**src/rtl/ad9228_tx_emulator.sv**
```systemverilog
// AD9228-style serial transmitter: one-entry staging register feeding an MSB-first
// shifter, with DDR bit clock (DCO) and frame clock (FCO) generated from a 2x fabric clock.
module ad9228_tx_emulator #(
    parameter int                        DATA_WIDTH   = 12,
    parameter logic [DATA_WIDTH-1:0]     IDLE_PATTERN = {DATA_WIDTH{1'b0}},
    parameter int                        COUNT_WIDTH  = 16
) (
    input  logic                         clk,
    input  logic                         rstn,
    input  logic                         en,
    input  logic [DATA_WIDTH-1:0]        s_data,
    input  logic                         s_valid,
    output logic                         s_ready,
    input  logic                         clr_status,
    output logic                         dout,
    output logic                         fco,
    output logic                         dco,
    output logic                         underflow,
    output logic [COUNT_WIDTH-1:0]       words_sent
);

    localparam int                HALF_BITS = 2 * DATA_WIDTH;
    localparam int                HB_W      = $clog2(HALF_BITS);
    localparam logic [HB_W-1:0]   HB_LAST   = HB_W'(HALF_BITS - 1);
    localparam logic [HB_W-1:0]   FCO_END   = HB_W'(DATA_WIDTH);

    generate
        if (((DATA_WIDTH % 2) != 0) || (DATA_WIDTH < 4)) begin : g_bad_width
            $error("ad9228_tx_emulator: DATA_WIDTH must be even and >= 4");
        end
    endgenerate

    typedef enum logic [0:0] {
        ST_IDLE = 1'b0,
        ST_RUN  = 1'b1
    } state_t;

    state_t                  r_state;
    state_t                  w_state_nxt;
    logic [HB_W-1:0]         r_hb;
    logic [HB_W-1:0]         w_hb_nxt;
    logic [DATA_WIDTH-1:0]   r_shift;
    logic [DATA_WIDTH-1:0]   w_shift_nxt;
    logic [DATA_WIDTH-1:0]   r_stage;
    logic                    r_stage_full;
    logic                    r_underflow;
    logic [COUNT_WIDTH-1:0]  r_words_sent;
    logic                    r_dout;
    logic                    r_fco;
    logic                    r_dco;
    logic                    w_load_stage;
    logic                    w_load_idle;
    logic                    w_accept;
    logic                    w_run_nxt;
    logic                    w_dout_nxt;
    logic                    w_fco_nxt;
    logic                    w_dco_nxt;

    // Accept only into an empty stage, so accept and consume are mutually exclusive.
    assign w_accept = s_valid && !r_stage_full;

    // State, half-bit counter and shift register.
    always_ff @(posedge clk or negedge rstn) begin
        if (!rstn) begin
            r_state <= ST_IDLE;
            r_hb    <= {HB_W{1'b0}};
            r_shift <= {DATA_WIDTH{1'b0}};
        end else begin
            r_state <= w_state_nxt;
            r_hb    <= w_hb_nxt;
            r_shift <= w_shift_nxt;
        end
    end

    // Next-state logic: start, advance half-bits, and decide what to load at each word boundary.
    always_comb begin
        w_state_nxt  = r_state;
        w_hb_nxt     = r_hb;
        w_shift_nxt  = r_shift;
        w_load_stage = 1'b0;
        w_load_idle  = 1'b0;
        case (r_state)
            ST_IDLE: begin
                w_hb_nxt = {HB_W{1'b0}};
                if (en && r_stage_full) begin
                    w_state_nxt  = ST_RUN;
                    w_shift_nxt  = r_stage;
                    w_load_stage = 1'b1;
                end else begin
                    w_state_nxt  = ST_IDLE;
                end
            end
            ST_RUN: begin
                if (r_hb == HB_LAST) begin
                    w_hb_nxt = {HB_W{1'b0}};
                    if (!en) begin
                        w_state_nxt = ST_IDLE;
                    end else if (r_stage_full) begin
                        w_shift_nxt  = r_stage;
                        w_load_stage = 1'b1;
                    end else begin
                        w_shift_nxt  = IDLE_PATTERN;
                        w_load_idle  = 1'b1;
                    end
                end else begin
                    w_hb_nxt = r_hb + HB_W'(1);
                    // A bit occupies two half-bits; advance after the odd one.
                    if (r_hb[0]) begin
                        w_shift_nxt = {r_shift[DATA_WIDTH-2:0], 1'b0};
                    end else begin
                        w_shift_nxt = r_shift;
                    end
                end
            end
            default: begin
                w_state_nxt = ST_IDLE;
                w_hb_nxt    = {HB_W{1'b0}};
            end
        endcase
    end

    // Output decode from next-state values so all three lines are registered on one edge.
    always_comb begin
        w_run_nxt  = (w_state_nxt == ST_RUN);
        w_dout_nxt = 1'b0;
        w_fco_nxt  = 1'b0;
        w_dco_nxt  = 1'b0;
        if (w_run_nxt) begin
            w_dout_nxt = w_shift_nxt[DATA_WIDTH-1];
            w_fco_nxt  = (w_hb_nxt < FCO_END);
            // hb mod 4 in {1,2} puts both DCO edges at mid-bit.
            w_dco_nxt  = w_hb_nxt[1] ^ w_hb_nxt[0];
        end else begin
            w_dout_nxt = 1'b0;
            w_fco_nxt  = 1'b0;
            w_dco_nxt  = 1'b0;
        end
    end

    // Serial output registers.
    always_ff @(posedge clk or negedge rstn) begin
        if (!rstn) begin
            r_dout <= 1'b0;
            r_fco  <= 1'b0;
            r_dco  <= 1'b0;
        end else begin
            r_dout <= w_dout_nxt;
            r_fco  <= w_fco_nxt;
            r_dco  <= w_dco_nxt;
        end
    end

    // One-entry staging register.
    always_ff @(posedge clk or negedge rstn) begin
        if (!rstn) begin
            r_stage_full <= 1'b0;
            r_stage      <= {DATA_WIDTH{1'b0}};
        end else if (w_load_stage) begin
            r_stage_full <= 1'b0;
        end else if (w_accept) begin
            r_stage_full <= 1'b1;
            r_stage      <= s_data;
        end else begin
            r_stage_full <= r_stage_full;
        end
    end

    // Sticky underflow (set beats clear) and wrapping word counter.
    always_ff @(posedge clk or negedge rstn) begin
        if (!rstn) begin
            r_underflow  <= 1'b0;
            r_words_sent <= {COUNT_WIDTH{1'b0}};
        end else begin
            if (w_load_idle) begin
                r_underflow <= 1'b1;
            end else if (clr_status) begin
                r_underflow <= 1'b0;
            end else begin
                r_underflow <= r_underflow;
            end
            if (w_load_stage) begin
                r_words_sent <= r_words_sent + COUNT_WIDTH'(1);
            end else begin
                r_words_sent <= r_words_sent;
            end
        end
    end

    assign s_ready    = ~r_stage_full;
    assign dout       = r_dout;
    assign fco        = r_fco;
    assign dco        = r_dco;
    assign underflow  = r_underflow;
    assign words_sent = r_words_sent;

endmodule

```
**config.mk**
```make
export PLATFORM = sky130hd
export DESIGN_NAME = ad9228_tx_emulator
export DESIGN_NICKNAME = d
export VERILOG_FILES = /design/src/rtl/ad9228_tx_emulator.sv
export SDC_FILE = /design/constraint.sdc
export NUM_CORES = 1
export LEC_CHECK = 0
export ABC_AREA = 1
export BUFFER_PORTS_ARGS = -buffer_cell sky130_fd_sc_hd__buf_4
export CORE_AREA = 3 3 85 95
export CTS_CLUSTER_SIZE = 30
export DETAILED_ROUTE_END_ITERATION = 8
export DIE_AREA = 0 0 88 98
export GPL_TIMING_DRIVEN = 0
export HOLD_SLACK_MARGIN = 0.02
export PLACE_DENSITY = 0.56
export SYNTH_ARGS = -nofsm -noshare
export SYNTH_HDL_FRONTEND = slang
export SYNTH_SLANG_ARGS = --single-unit
```
**constraint.sdc**
```tcl
create_clock -name clk -period 1.7 [get_ports clk]
set_input_delay 0.34 -clock clk [delete_from_list [all_inputs] [get_ports clk]]
set_output_delay 0.34 -clock clk [all_outputs]
set_load 0.01 [all_outputs]
```
# [Word-level counts from Yosys, hierarchy flattened]
# Index checks and enable logic that the tools add are counted.
[word_totals] reg_bits=51 latchBits=0 ram_bits=0 mem_bits_ro=0 inputBits=17 out_inout_bits=21 n_memories=0
[classes] n_addsub=2 n_mul=0 n_div=0 magnitude_cmp=1 eq_ne=4 shifts=0 n_mux=27 n_bitwise=4 n_reduce_logical=7
[op_table] operator="$mux 12" n=5
[op_table] operator="$pmux 12 s2" n=1
[op_table] operator="$mux 1" n=17
[op_table] operator="$add 16x1->16 const B" n=1
[op_table] operator="$pmux 5 s2" n=1
[op_table] operator="$add 5x1->5 const B" n=1
[op_table] operator="$eq 5x5->1 const B" n=1
[op_table] operator="$lt 5x4->1 const B" n=1
[op_table] operator="$mux 5" n=1
[op_table] operator="$pmux 1 s2" n=2
[op_table] operator="$reduce_bool 2->1" n=2
[op_table] operator="$ne 3x1->1 const B" n=1
[op_table] operator="$ne 3x3->1 const B" n=1
[op_table] operator="$not 1->1" n=3
[op_table] operator="$reduce_and 3->1" n=1
[op_table] operator="$logic_and 1x1->1" n=2
[op_table] operator="$ne 2x2->1 const B" n=1
[op_table] operator="$reduce_and 2->1" n=1
[op_table] operator="$logic_not 1->1" n=1
[op_table] operator="$xor 1x1->1" n=1

# [Longest topological paths before layout]
[depth] depth_word=6 mapped_depth=8 ltp_nobuf=8

# [Worst setup path after synthesis]
# Ideal clock, no wire load.
[synth_timing] path_kind="reg2reg" startpoint="reg r_hb[0]" endpoint="reg r_words_sent[15], in the netlist words_sent[15]" t_arrival_ps=1311 required_time_ps=1583 path_slack_ps=272 stages_incl_launch_ff=8 path_buffers=1 period_less_slack_ps=1428 cell_sequence="dfrtp_1 > ha_1 > nand4_4 > a21oi_2 > buf_2 > nand3_1 > nand2_1 > nand2_1"
[synth_between] elab_chain_cells=3
[synth_rtl] item="from (decl)" line_no="40" source="logic [HB_W-1:0] r_hb;"
[synth_rtl] item="from (signal assigned)" line_no="66" source="r_hb <= {HB_W{1'b0}};"
[synth_rtl] item="from (signal assigned)" line_no="70" source="r_hb <= w_hb_nxt;"
[synth_rtl] item="$eq 5x5->1" line_no="94" source="if (r_hb == HB_LAST) begin"
[synth_rtl] item="$mux 1" line_no="94"
[synth_rtl] item="$pmux 1 s2" line_no="82" source="case (r_state)"
[synth_rtl] item="to (signal assigned)" line_no="172" source="r_words_sent <= {COUNT_WIDTH{1'b0}};"
[synth_rtl] item="to (signal assigned)" line_no="182" source="r_words_sent <= r_words_sent + COUNT_WIDTH'(1);"
[synth_rtl] item="to (signal assigned)" line_no="184" source="r_words_sent <= r_words_sent;"
[synth_rtl] item="to (decl)" line_no="47" source="logic [COUNT_WIDTH-1:0] r_words_sent;"
# Every way passes these cells.
# A chain may end at the register's enable or synchronous reset.

# [Worst setup path after layout]
# Same ends and word-level chain as after synthesis.

==> results.yml <==
sta:
  timing.fmax_mhz: 645.8
  slew_headroom_pct: 55.82
  rsz0062_at_grt: "false"
  min_period_over_period_pct: 91.09
  period_needed_ns: 1.549
  hold_ws_ns: 0.05576
  skew_ns: 0.01413
  setup_viol: 0
  worst_slew_pin_slew_ns: 0.6627
  final.setup.tns_ns: 0
  hold_viol: 0
  slew_violations: 0
die:
  rows: 32
  die_width_um: 88
  fp.dieArea_um2: 8624
  fp.dieH_um: 98
  start_util_pct: 34.89
  ios: 38
  core_um2: 7087
clocking:
  postCtsSetupBuffers: 0
  cts_tree: "yes"
  root_buffer: "clkbuf_8"
  cts_resized: 0
  holdBufCountCts: 0
  cts.reportedPaths.clkPinSlew_ns: 0.09
  cts_sinks: 51
  clk_path_buf_depth: 2
  clock_latency_ns: 0.30
  htree_levels: 2
  cts_buffers: 5
cells_and_area:
  nets: 357
  final_cell_area_um2: 2942
  area_delta_synth_final_pct: 18.98
  drive_gt1_share_pct: 21.53
  diodes: 0
yosys:
  yosys-top-cells-count: "105 x nand2_1, 51 x dfrtp_1, 33 x inv_1"
  ys.flop_type: "dfrtp_1"
  yosys-top-cells-area: "dfrtp_1 52%, nand2_1 16%, mux2_2 5.5%"
  ys_async_sr_fraction_pct: 100.0
  synth.distinct_cells: 30
  yosys_warnings: 0
  synth-edff-count: 0
  syn_nets: 313
  synth_cells: 294
  netlist_area_um2: 2472
  ys_ff_latch: 51
  synth_area_per_cell_um2: 8.409
  yosysSeqAreaShare_pct: 51.62
  yosysMostFrequentCell: "nand2_1"
  yosysTopAreaCell: "dfrtp_1"
  synth.top_cell.area_share_pct: 51.62
critical_path:
  crit_path_end: "words_sent[15]$_DFFE_PN0P_"
  cp_slowest_cell: "dfrtp_2"
  crit_start: "r_hb[0]$_DFF_PN0_"
  path_cells: "ha_1 -> nand4_4 -> a21oi_2 -> clkbuf_4 -> nand3_1 -> nand2_1 -> nand2_1"
  crit_path_start_kind: "flip-flop"
  worstRegToRegCells: 7
  critPathMaxStageDelay_ns: 0.43
  cpMostUsedCell: "nand2_1"
  worstPathMaxFanout: 10
  timing.rr.start: "r_hb[0]$_DFF_PN0_"
  r2r_slack_ns: 0.15
  worst_r2r_endpoint: "words_sent[15]$_DFFE_PN0P_"
  cp-end-kind: "flip-flop"
  crit_required_ns: 1.89
  arrival_ns: 1.74
  worstSetupPathType: "flip-flop to flip-flop"
drt:
  drt-wirelength-per-cell_um: 11.95
  drc: 0
  ant_nets: 0
  drtPass1Iterations: 4
  wl_mm: 5.067
  route.vias.total: 1997
  initialDrtViolationCount: 117
  viasPerCell: 4.710
place:
  io_buffer_count: 37
  place_area_um2: 2856
  routabilityCongestion: 0.7699
  hpwl_mm: 3.601
pwr:
  vdd_drop_max_mv: 0.6001
  power_density_nw_per_um2: 1383
  total_leakage_power_nw: 1.478
global_route:
  grt_antenna_before_repair: 0
  grt_util_all_layers_pct: 12.70
  overflow: 0
  grt_first_pass_wirelength_mm: 8.700
  grt_max_degree: 52
  grt_pass1_vias: 1909
min_path:
  hp-class: "input port to asynchronous set/reset pin"
run:
  maxCapViolations: 0
outcome:
  status: "completed"
==> state kept, by name, indices dropped and copies added (netlist names) <==
name          cells
dco               1
dout              1
fco               1
r_hb              5
r_shift          12
r_stage          12
r_stage_full      1
r_state           1
underflow         1
words_sent       16
==> stage by stage <==
| stage | instances | util (%) | setup slack, ns | total power (W) |
|---|---|---|---|---|
| final | 424 | 41.51 | 0.1515 | 0.004068 |
| after global routing | 424 | 41.51 | 0.007500 | 0.004429 |
| after CTS | 424 | 41.45 | 0.04688 | 0.004128 |
| after detailed placement | 416 | 40.31 | 0.07200 | 0.003443 |
| after global placement | 416 | 40.31 | 0.07760 | 0.003404 |
| after floorplan | 294 | - | 0.2722 | 0.002947 |
==> worst max-delay path: cells and delay by family (launching register included) <==
kind | cells | cell delay, ns
flip-flops | 1 | 0.43
AND/OR/NAND/NOR | 4 | 0.35
adder cells (fa/ha/maj) | 1 | 0.24
buffers and inverters | 1 | 0.22
AO/OA/AOI/OAI | 1 | 0.18
==> per-layer routing <==
metal	up-vias	track usage [%]	part of all wire (%)
met1	932	16.73	47
met2	42	20.48	48
met5	-	0	0
met3	5	2.954	4.7
met4	0	4.132	0.47
li1	1018	-	-
==> worst min path at each step <==
stage	from	to	slack, ns	depth (start not counted)
final	rstn	words_sent[1]$_DFFE_PN0P_	0.06	1
after global routing	rstn	words_sent[1]$_DFFE_PN0P_	0.11	1
after CTS	rstn	fco$_DFF_PN0_	0.09	1
after detailed placement	rstn	fco$_DFF_PN0_	0.43	1
after global placement	rstn	r_hb[4]$_DFF_PN0_	0.42	1
after floorplan	rstn	dco$_DFF_PN0_	0.04	0
==> cells by family (layout without fill, tap and decap cells) <==
logic type	count (synthesis)	count (layout)	share of synthesized area, %
compound gates	22	22	5.010
xor+xnor	5	5	1.772
fa+ha+maj	2	2	1.012
buf+inv	43	88	7.490
flops	51	51	51.62
mux	12	12	5.466
simple gates	159	159	27.63
==> area by class of cell <==
cell class / instances / area, um^2
Buffer: 8 / 56.30
Clock buffer: 7 / 76.32
Clock inverter: 1 / 5.005
Fill cell: 733 / 4145
Inverter: 35 / 131.4
Multi-Input combinational cell: 200 / 1011
Sequential cell: 51 / 1277
Tap cell: 85 / 106.4
Timing Repair Buffer: 37 / 277.8
==> layout by cell type, fill, tap and decap left out, types with 2 or more instances in the layout <==
master    netlist  final
clkbuf_8        0      5
nand4_1         6      6
nand2_1       105    105
ha_1            2      2
buf_4           1     38
o21ai_0        11     11
nand3b_1        2      2
a21oi_1         3      3
clkbuf_1        1      3
mux2_2         12     12
inv_1          33     33
buf_2           4      3
nand2_2         2      2
nor3_1          2      2
inv_2           2      2
xnor2_1         2      2
o21ai_1         3      3
buf_6           2      2
xor2_1          3      3
nor2_1         17     17
dfrtp_1        51     50
nand3_1        21     21
==> power by group <==
part | leakage, nW | internal [W] | switching [W]
registers | 0.648 | 0.00164 | 0.000293
logic | 0.788 | 0.000661 | 0.000796
clock network | 0.0422 | 0.000290 | 0.000385
Power figures use the tool's default switching activity.
